--- src/rtl/instruction_fetch_unit.sv ---
`default_nettype none
// +--------------------------------------------------------------------------+
// | Module  : instruction_fetch_unit                                         |
// | Summary : PC sequencer, prefetch queue and redirect flush for decode.     |
// |           FETCH_PERF_EN adds stall/flush performance counters.           |
// | Revision: 1.0                                                            |
// +--------------------------------------------------------------------------+
module instruction_fetch_unit #(
  parameter int unsigned DEPTH     = 4,
  parameter logic [31:0] RESET_PC  = 32'h0000_0000,
  parameter int unsigned MEM_BYTES = 512
) (
  input  logic        clock,
  input  logic        reset,
  output logic [31:0] instructionAdress,
  input  logic [31:0] instructionIn,
  output logic        instrValid,
  output logic [31:0] instrOut,
  output logic [31:0] instrPc,
  input  logic        decodeReady,
  input  logic        redirectValid,
  input  logic [31:0] redirectTarget
`ifdef FETCH_PERF_EN
  ,
  output logic [31:0] fetchStallCycles,
  output logic [31:0] fetchFlushCount
`endif
);

  localparam int unsigned      c_PTR_W     = (DEPTH > 1) ? $clog2(DEPTH) : 1;
  localparam int unsigned      c_CNT_W     = c_PTR_W + 1;
  localparam logic [c_CNT_W:0] c_DEPTH     = (c_CNT_W + 1)'(DEPTH);
  localparam logic [31:0]      c_MEM_BYTES = 32'(MEM_BYTES);

  logic [31:0]        r_pc;
  logic [31:0]        r_pc_in_flight;
  logic               r_pending;
  logic [31:0]        r_q_data [DEPTH];
  logic [31:0]        r_q_pc   [DEPTH];
  logic [c_PTR_W-1:0] r_head;
  logic [c_PTR_W-1:0] r_tail;
  logic [c_CNT_W-1:0] r_count;

  logic               w_pop;
  logic               w_push;
  logic               w_issue;
  logic [c_CNT_W:0]   w_occ;
  logic [31:0]        w_pc_next;
  logic [31:0]        w_target;

  assign instructionAdress = r_pc;
  assign instrValid        = (r_count != '0);
  assign instrOut          = r_q_data[r_head];
  assign instrPc           = r_q_pc[r_head];

  // Credit counts the in-flight word as occupied so a full queue never overflows.
  assign w_pop     = instrValid && decodeReady;
  assign w_push    = r_pending && !redirectValid;
  assign w_occ     = (c_CNT_W + 1)'(r_count) + (c_CNT_W + 1)'(r_pending)
                   - (c_CNT_W + 1)'(w_pop);
  assign w_issue   = !redirectValid && (w_occ < c_DEPTH);
  assign w_pc_next = ((r_pc + 32'd4) >= c_MEM_BYTES) ? 32'd0 : (r_pc + 32'd4);
  assign w_target  = (redirectTarget & ~32'd3) % c_MEM_BYTES;

  always_ff @(posedge clock or posedge reset) begin
    if (reset) begin
      r_pc           <= RESET_PC;
      r_pc_in_flight <= '0;
      r_pending      <= 1'b0;
      r_head         <= '0;
      r_tail         <= '0;
      r_count        <= '0;
      for (int i = 0; i < int'(DEPTH); i++) begin
        r_q_data[i] <= '0;
        r_q_pc[i]   <= '0;
      end
    end else if (redirectValid) begin
      // A same-edge pop is already consumed by decode; everything else is squashed.
      r_pc      <= w_target;
      r_pending <= 1'b0;
      r_head    <= '0;
      r_tail    <= '0;
      r_count   <= '0;
    end else begin
      if (w_issue) begin
        r_pending      <= 1'b1;
        r_pc_in_flight <= r_pc;
        r_pc           <= w_pc_next;
      end else begin
        r_pending <= 1'b0;
      end
      if (w_push) begin
        r_q_data[r_tail] <= instructionIn;
        r_q_pc[r_tail]   <= r_pc_in_flight;
        r_tail           <= r_tail + 1'b1;
      end
      if (w_pop) begin
        r_head <= r_head + 1'b1;
      end
      r_count <= r_count + c_CNT_W'(w_push) - c_CNT_W'(w_pop);
    end
  end

`ifdef FETCH_PERF_EN
  logic [31:0] r_stall_cycles;
  logic [31:0] r_flush_count;

  always_ff @(posedge clock or posedge reset) begin
    if (reset) begin
      r_stall_cycles <= '0;
      r_flush_count  <= '0;
    end else begin
      if (!instrValid && (r_stall_cycles != '1)) begin
        r_stall_cycles <= r_stall_cycles + 32'd1;
      end
      if (redirectValid && (r_flush_count != '1)) begin
        r_flush_count <= r_flush_count + 32'd1;
      end
    end
  end

  assign fetchStallCycles = r_stall_cycles;
  assign fetchFlushCount  = r_flush_count;
`endif

endmodule
`default_nettype wire
--- config.mk ---
export PLATFORM = sky130hd
export DESIGN_NAME = instruction_fetch_unit
export DESIGN_NICKNAME = d
export VERILOG_FILES = /design/src/rtl/instruction_fetch_unit.sv
export SDC_FILE = /design/constraint.sdc
export NUM_CORES = 1
export LEC_CHECK = 0
export ABC_AREA = 0
export BUFFER_PORTS_ARGS = -buffer_cell sky130_fd_sc_hd__buf_2
export CORE_AREA = 2 2 173 175
export DETAILED_ROUTE_END_ITERATION = 6
export DIE_AREA = 0 0 175 177
export MAX_ROUTING_LAYER = met4
export PLACE_DENSITY = 0.71
export RECOVER_POWER = 25
export SETUP_SLACK_MARGIN = 0.4
export SYNTH_ARGS = -nofsm -noshare
export SYNTH_HDL_FRONTEND = slang
export SYNTH_SLANG_ARGS = --single-unit
--- constraint.sdc ---
create_clock -name clock -period 12.2 [get_ports clock]
set_input_delay 1.22 -clock clock [delete_from_list [all_inputs] [get_ports clock]]
set_output_delay 1.22 -clock clock [all_outputs]
set_load 0.005 [all_outputs]
# After elaboration in Yosys (flattened, before gate mapping)
# Cells that the tools add are included.
# W data, S select, Z words.
[totals]
ff_bits = 328
inputBits = 68
out_inout_bits = 97
wordCells = 60
[op_classes]
addsub = 7
order_cmp = 5
muxes = 20
n_bitwise = 3
reduce_logical = 11
[ops]
columns = ["operator", "n"]
rows = [
  ["$bwmux W128", 2],
  ["$mux W32", 8],
  ["$bmux W32 S2", 2],
  ["$demux W32 S2", 1],
  ["$add A32 B3 Y32 const B", 1],
  ["$ge A32 B10 Y1 const B", 1],
  ["$mux W2", 4],
  ["$ge A3 B3 Y1 const B", 2],
  ["$not A2 Y3", 2],
  ["$reduce_bool A2 Y1", 3],
  ["$add A2 B1 Y2 const B", 2],
  ["$add A3 B1 Y4", 1],
  ["$logic_and A1 B1 Y1", 4],
  ["$lt A4 B3 Y1 const B", 1],
  ["$reduce_and A2 Y1", 2],
  ["$sub A4 B1 Y4", 1],
  ["$add A3 B1 Y3", 1],
  ["$lt A3 B1 Y1 const B", 1],
  ["$mux W3", 1],
  ["$reduce_bool A3 Y1", 1],
  ["$sub A3 B1 Y3", 1],
  ["$mux W1", 2],
  ["$logic_not A1 Y1", 1],
  ["$not A1 Y1", 1],
]

# Longest topological paths before layout
[logic_depth]
depth_word = 7
depth_mapped = 14

# Least setup slack after synthesis
# Ideal clock, no wire load.
[synth_path]
path_kind = "input -> register"
startpoint = "input port decodeReady"
endpoint = "register r_pc[4], in the netlist instructionAdress[4]"
setup_time_ps = 126
arrival_time_ps = 3348
t_required_ps = 12074
path_slack_ps = 8726
path_stages = 12
path_buffers = 1
cell_sequence = "and2_1 -> ha_1 -> inv_1 -> ha_1 -> nand3b_1 -> a221oi_1 -> o22ai_1 -> o211ai_1 -> and4b_1 -> buf_6 -> and3_1 -> a221o_1"
[synth_between]
elab_chain_cells = 5
[synth_lines]
columns = ["element", "line_no", "source"]
rows = [
  ["from (decl)", "20", "input logic decodeReady,"],
  ["$logic_and A1 B1 Y1", "57", "assign w_pop = instrValid && decodeReady;"],
  ["$sub A4 B1 Y4", "60", "- (c_CNT_W + 1)'(w_pop);"],
  ["$lt A4 B3 Y1", "61", "assign w_issue = !redirectValid && (w_occ < c_DEPTH);"],
  ["$logic_and A1 B1 Y1", "61", ""],
  ["$reduce_bool A2 Y1 (no source line)", "--", ""],
  ["to (signal assigned)", "79", "r_pc <= w_target;"],
  ["to (signal assigned)", "88", "r_pc <= w_pc_next;"],
  ["to (decl)", "35", "logic [31:0] r_pc;"],
]
# No other way between the ends.
# A chain may end at the register's enable or synchronous reset.

# Final worst setup path
[layout_path]
startpoint = "register r_head[0]"
endpoint = "output port instrPc[17]"
[layout_between]
elab_chain_cells = 4
[layout_lines]
columns = ["element", "line_no", "source"]
rows = [
  ["from (decl)", "40", "logic [c_PTR_W-1:0] r_head;"],
  ["from (signal assigned)", "98", "r_head <= r_head + 1'b1;"],
  ["$not A2 Y3 (implied by the code)", "54", "assign instrPc = r_q_pc[r_head];"],
  ["$bmux W32 S2", "54", ""],
  ["$mux W32 (implied by the code) (2 in series)", "54", ""],
  ["to (decl)", "19", "output logic [31:0] instrPc,"],
]
# No other way between the ends. The select of a mux whose other input is x is not followed.

==> impl_table.tex <==
\begin{tabular}{lr}
\hline
Metric & Value \\
\hline
\multicolumn{2}{l}{\textbf{Cells and area}} \\
Fill cell count & 2333 \\
Count of nets after finishing & 1109 \\
Area growth from synthesis to layout & 15.66\% \\
Fraction of final layout cells with drive strength greater than 1 & 51.09\% \\
\multicolumn{2}{l}{\textbf{Clocking}} \\
Post-CTS Setup Bufs & 0 \\
Number of buffers on the longest clock path & 3 \\
Root Driver & clkbuf\_16 \\
TritonCTS clock tree & built \\
CTS Buf Count & 35 \\
Clock latency reported for the late side of the worst-skew pair & 0.50 ns \\
Number of clock sinks & 316 \\
Clk slew on worst S/H paths & 0.06 ns \\
Number of H-tree levels & 2 \\
Number of buffers inserted by hold repair at cts & 0 \\
Number of gates given a new drive strength after cts & 0 \\
\multicolumn{2}{l}{\textbf{Timing}} \\
Final number of setup-violating endpoints & 0 \\
Minimum clock period after layout & 6.674 ns \\
Fmax & 0.1498 GHz \\
Post-route clock period utilization & 54.71\% \\
Total Negative Setup Slacks & 0 ns \\
Final hold vios & 0 \\
Setup skew after layout & 0.01356 ns \\
Unrepaired setup endpoints after global routing & no \\
Final worst-path setup slack & 5.526 ns \\
Slew @ Worst Pin & 5.808 ns \\
Headroom to the max-slew limit & -289.3\% \\
Final slew viol count & 199 \\
\multicolumn{2}{l}{\textbf{Synthesis}} \\
Simple-Gate Fraction of Synth Area & 5.087\% \\
Area share of fa/ha/maj cells after synthesis & 1.125\% \\
Most instantiated flip-flop cell in the synthesis netlist & dfrtp\_1 \\
Share of the synthesized netlist area taken by xor and xnor gates & 0.5623\% \\
Number of distinct standard cells referenced by the synthesized netlist & 55 \\
Number of flops mapped to enable cells by yosys & 0 \\
Number of warnings reported in the yosys synthesis log & 0 \\
Dominant combinational cell family by area after synthesis & multiplexers \\
Proportion of synthesized chip area in sequential cells & 56.41\% \\
Share of async-settable or async-resettable flops after synthesis & 100.0\% \\
Number of synthesized register bits & 316 \\
Mean cell area of the mapped netlist & 15.47 um\^{}2 \\
Number of instances in the synthesized netlist & 906 \\
Synthesized cell area & 0.01402 mm\^{}2 \\
Complex-gate fraction of the synthesized area & 1.964\% \\
Portion of netlist area occupied by mux cells & 32.59\% \\
\multicolumn{2}{l}{\textbf{GRT}} \\
First-pass GRT wire length & 46680 um \\
Vias in the first global route & 8494 \\
Global-route total usage across every layer & 19.68\% \\
Number of antenna violations at the first check in global routing & 1 \\
Remaining global-route overflow & 0 \\
Pin count of the biggest net entering global routing & 187 \\
\multicolumn{2}{l}{\textbf{Place}} \\
Minimum setup slack after placement & 8.052 ns \\
Placer's final routability congestion estimate & 0.7707 \\
Port bufs & 135 \\
Estimated wirelength of the detail-placed design & 17090 um \\
\multicolumn{2}{l}{\textbf{Setup path}} \\
Endpoint arrival time on the critical path & 5.45 ns \\
Critical Path End Type & output pin \\
Ordered cell list for the critical path & clkbuf\_1 -> mux4\_2 -> buf\_2 \\
Startpoint class of the critical path & flip-flop \\
Kind of critical path & flip-flop to output pin \\
Req. time, crit path & 10.98 ns \\
Slowest stage cell on the critical path & clkbuf\_1 \\
Maximum single-stage delay on the critical path & 2.27 ns \\
Cell family with the largest share of critical-path delay & buffers and inverters \\
Crit path max fanout & 35 \\
Count of buffering cells on the critical path with inverters included & 2 \\
\multicolumn{2}{l}{\textbf{Route}} \\
Detailed-route via count & 8089 \\
Drt first-iter violations & 397 \\
Average detailed-routed wire length per instance & 20.09 um \\
Count of unresolved DRC violations after routing & 0 \\
Number of optimization iterations in the first detailed-route pass & 6 \\
DRT antenna net count & 0 \\
Total routed wirelength & 29030 um \\
Number of vias per cell after detailed routing & 5.598 \\
\multicolumn{2}{l}{\textbf{Floorplanning}} \\
Initial core utilization & 47.94\% \\
Core Box Area & 0.02924 mm\^{}2 \\
FP Rows & 63 \\
Area of the die & 0.03098 mm\^{}2 \\
Vert. Die Dim & 177 um \\
IO Pins & 165 \\
Die Wd & 175 um \\
\multicolumn{2}{l}{\textbf{Power}} \\
Power density over cell area & 203.0 mW/mm\^{}2 \\
Lkg Pwr & 7.925 nW \\
Maximum vdd drop & 0.0001338 V \\
\multicolumn{2}{l}{\textbf{Status}} \\
Violated checks & capacitance limit, slew limit \\
Outcome & finished, violations left \\
\multicolumn{2}{l}{\textbf{Job}} \\
Max capacitance violation total & 3 \\
\multicolumn{2}{l}{\textbf{Min path}} \\
Path type of the worst min-delay path & flip-flop to flip-flop \\
\hline
\end{tabular}
[layer usage]
layer | part of all wire (%) | wire length, um | track usage, %
met5 | 0 | 0 | -
met4 | 2.0 | 574 | 5.660
met3 | 5.0 | 1460 | 3.845
met2 | 48 | 13970 | 30.86
met1 | 45 | 13020 | 26.40
[cells in the final DEF (no fill, tap or decap), drive strengths merged, types with 2 or more instances in the layout]
master / netlist / routed
a211o: 3 / 3
a22o: 5 / 5
a22oi: 2 / 2
a41oi: 4 / 4
and2: 22 / 22
and3: 4 / 4
and4: 2 / 2
buf: 16 / 121
bufinv: 0 / 3
clkbuf: 41 / 66
clkinv: 0 / 6
clkinvlp: 0 / 5
conb: 1 / 4
dfrtp: 316 / 316
diode: 0 / 2
ha: 11 / 11
inv: 18 / 18
mux2: 279 / 279
mux2i: 3 / 3
mux4: 62 / 62
nand2: 11 / 11
nand3: 10 / 10
nand4: 18 / 18
nor2: 13 / 13
nor2b: 5 / 5
nor3: 8 / 8
nor4: 3 / 3
nor4bb: 2 / 2
o211ai: 2 / 2
o21ai: 10 / 10
o22ai: 2 / 2
or2: 3 / 3
or3: 5 / 5
or4: 2 / 2
xnor2: 6 / 6
xor2: 3 / 3
[path summary, 6_finish.rpt]
path | start | slack (ns) | end | depth (start not counted)
setup / recovery | r_head[0]$_DFFE_PP0P_ | 5.53 | instrPc[17] | 3
hold / removal | r_q_data[31]$_DFFE_PP0P_ | 0.50 | r_q_data[31]$_DFFE_PP0P_ | 1
setup reg to reg | r_head[0]$_DFFE_PP0P_ | 7.59 | r_head[1]$_DFFE_PP0P_ | 4
hold reg to reg | r_q_data[31]$_DFFE_PP0P_ | 0.50 | r_q_data[31]$_DFFE_PP0P_ | 1
max in group asynchronous | reset | 7.09 | r_q_data[57]$_DFFE_PP0P_ | 2
min in group asynchronous | reset | 2.52 | r_q_data[101]$_DFFE_PP0P_ | 2
[power by group]
group	leakage, nW	switching (mW)	total (mW)	internal, mW
Clock	0.581	0.422	1.08	0.659
Sequential	4.27	0.161	1.40	1.24
Combinational	3.07	0.347	0.813	0.466
Total	7.93	0.930	3.29	2.36
[area by class of cell]
type | instances | area (um^2) | share of cell area [%]
Antenna cell | 2 | 5.005 | 0.03087
Clock buffer | 47 | 1033 | 6.374
Clock inverter | 14 | 158.9 | 0.9800
Inverter | 18 | 68.82 | 0.4244
Multi-Input combinational cell | 518 | 5852 | 36.09
Sequential cell | 316 | 7909 | 48.78
Tap cell | 390 | 488.0 | 3.009
Timing Repair Buffer | 140 | 699.4 | 4.314
[through the flow]
stage / utilization [%] / power [mW] / instance area (um^2) / cells / hold WS (ns)
2_1_floorplan: - / 1.952 / 14030 / 909 / 0.4739
4_1_cts: 55.55 / 3.327 / 16250 / 1443 / 0.5009
5_1_grt: 55.44 / 3.459 / 16210 / 1444 / 0.5124
3_3_place_gp: 51.47 / 2.207 / 15050 / 1382 / 0.4820
3_5_place_dp: 51.47 / 2.234 / 15050 / 1382 / 0.4877
6_report: 55.44 / 3.291 / 16210 / 1445 / 0.4972
[logic make-up (layout without fill, tap and decap cells)]
logic type | after synthesis | in the layout
buffers and inverters | 75 | 219
DFF | 316 | 316
and+or+nand+nor | 112 | 112
AOI/OAI and AO/OA | 37 | 37
other | 1 | 6
xor gates and xnor gates | 9 | 9
muxes | 344 | 344
adders and majority gates | 12 | 12
[synth_stat cells, drive strengths merged, types with 2 or more instances]
cell | instances | area share (%)
xnor2 | 6 | 0.37
and3 | 4 | 0.18
o21ai | 10 | 0.36
and2 | 22 | 0.98
nor2 | 13 | 0.37
or2 | 3 | 0.13
xor2 | 3 | 0.19
a22o | 5 | 0.31
clkbuf | 41 | 1.1
mux4 | 62 | 10
nor3 | 8 | 0.32
o211ai | 2 | 0.11
mux2i | 3 | 0.21
nor2b | 5 | 0.22
mux2 | 279 | 22
or4 | 2 | 0.13
and4 | 2 | 0.12
nand4 | 18 | 1.0
nor4bb | 2 | 0.14
a211o | 3 | 0.19
ha | 11 | 0.98
dfrtp | 316 | 56
or3 | 5 | 0.22
buf | 16 | 0.66
nor4 | 3 | 0.35
inv | 18 | 0.48
nand3 | 10 | 0.36
a22oi | 2 | 0.11
a41oi | 4 | 0.25
nand2 | 11 | 0.29
o22ai | 2 | 0.089
[worst register-to-register path, delay by kind of cell (launching register included)]
| kind | cells | cell delay, ns |
|---|---|---|
| buffers and inverters | 1 | 2.28 |
| and+or+nand+nor | 2 | 0.31 |
| xor gates and xnor gates | 1 | 0.25 |
| DFF | 1 | 1.70 |
[state kept, by name, indices dropped and copies added, names as in the netlist]
| name | cells |
|---|---|
| r_pending | 1 |
| r_q_data | 128 |
| r_pc_in_flight | 30 |
| r_tail | 2 |
| r_head | 2 |
| r_count | 3 |
| r_q_pc | 120 |
| instructionAdress | 30 |
Power figures use the tool's default switching activity.
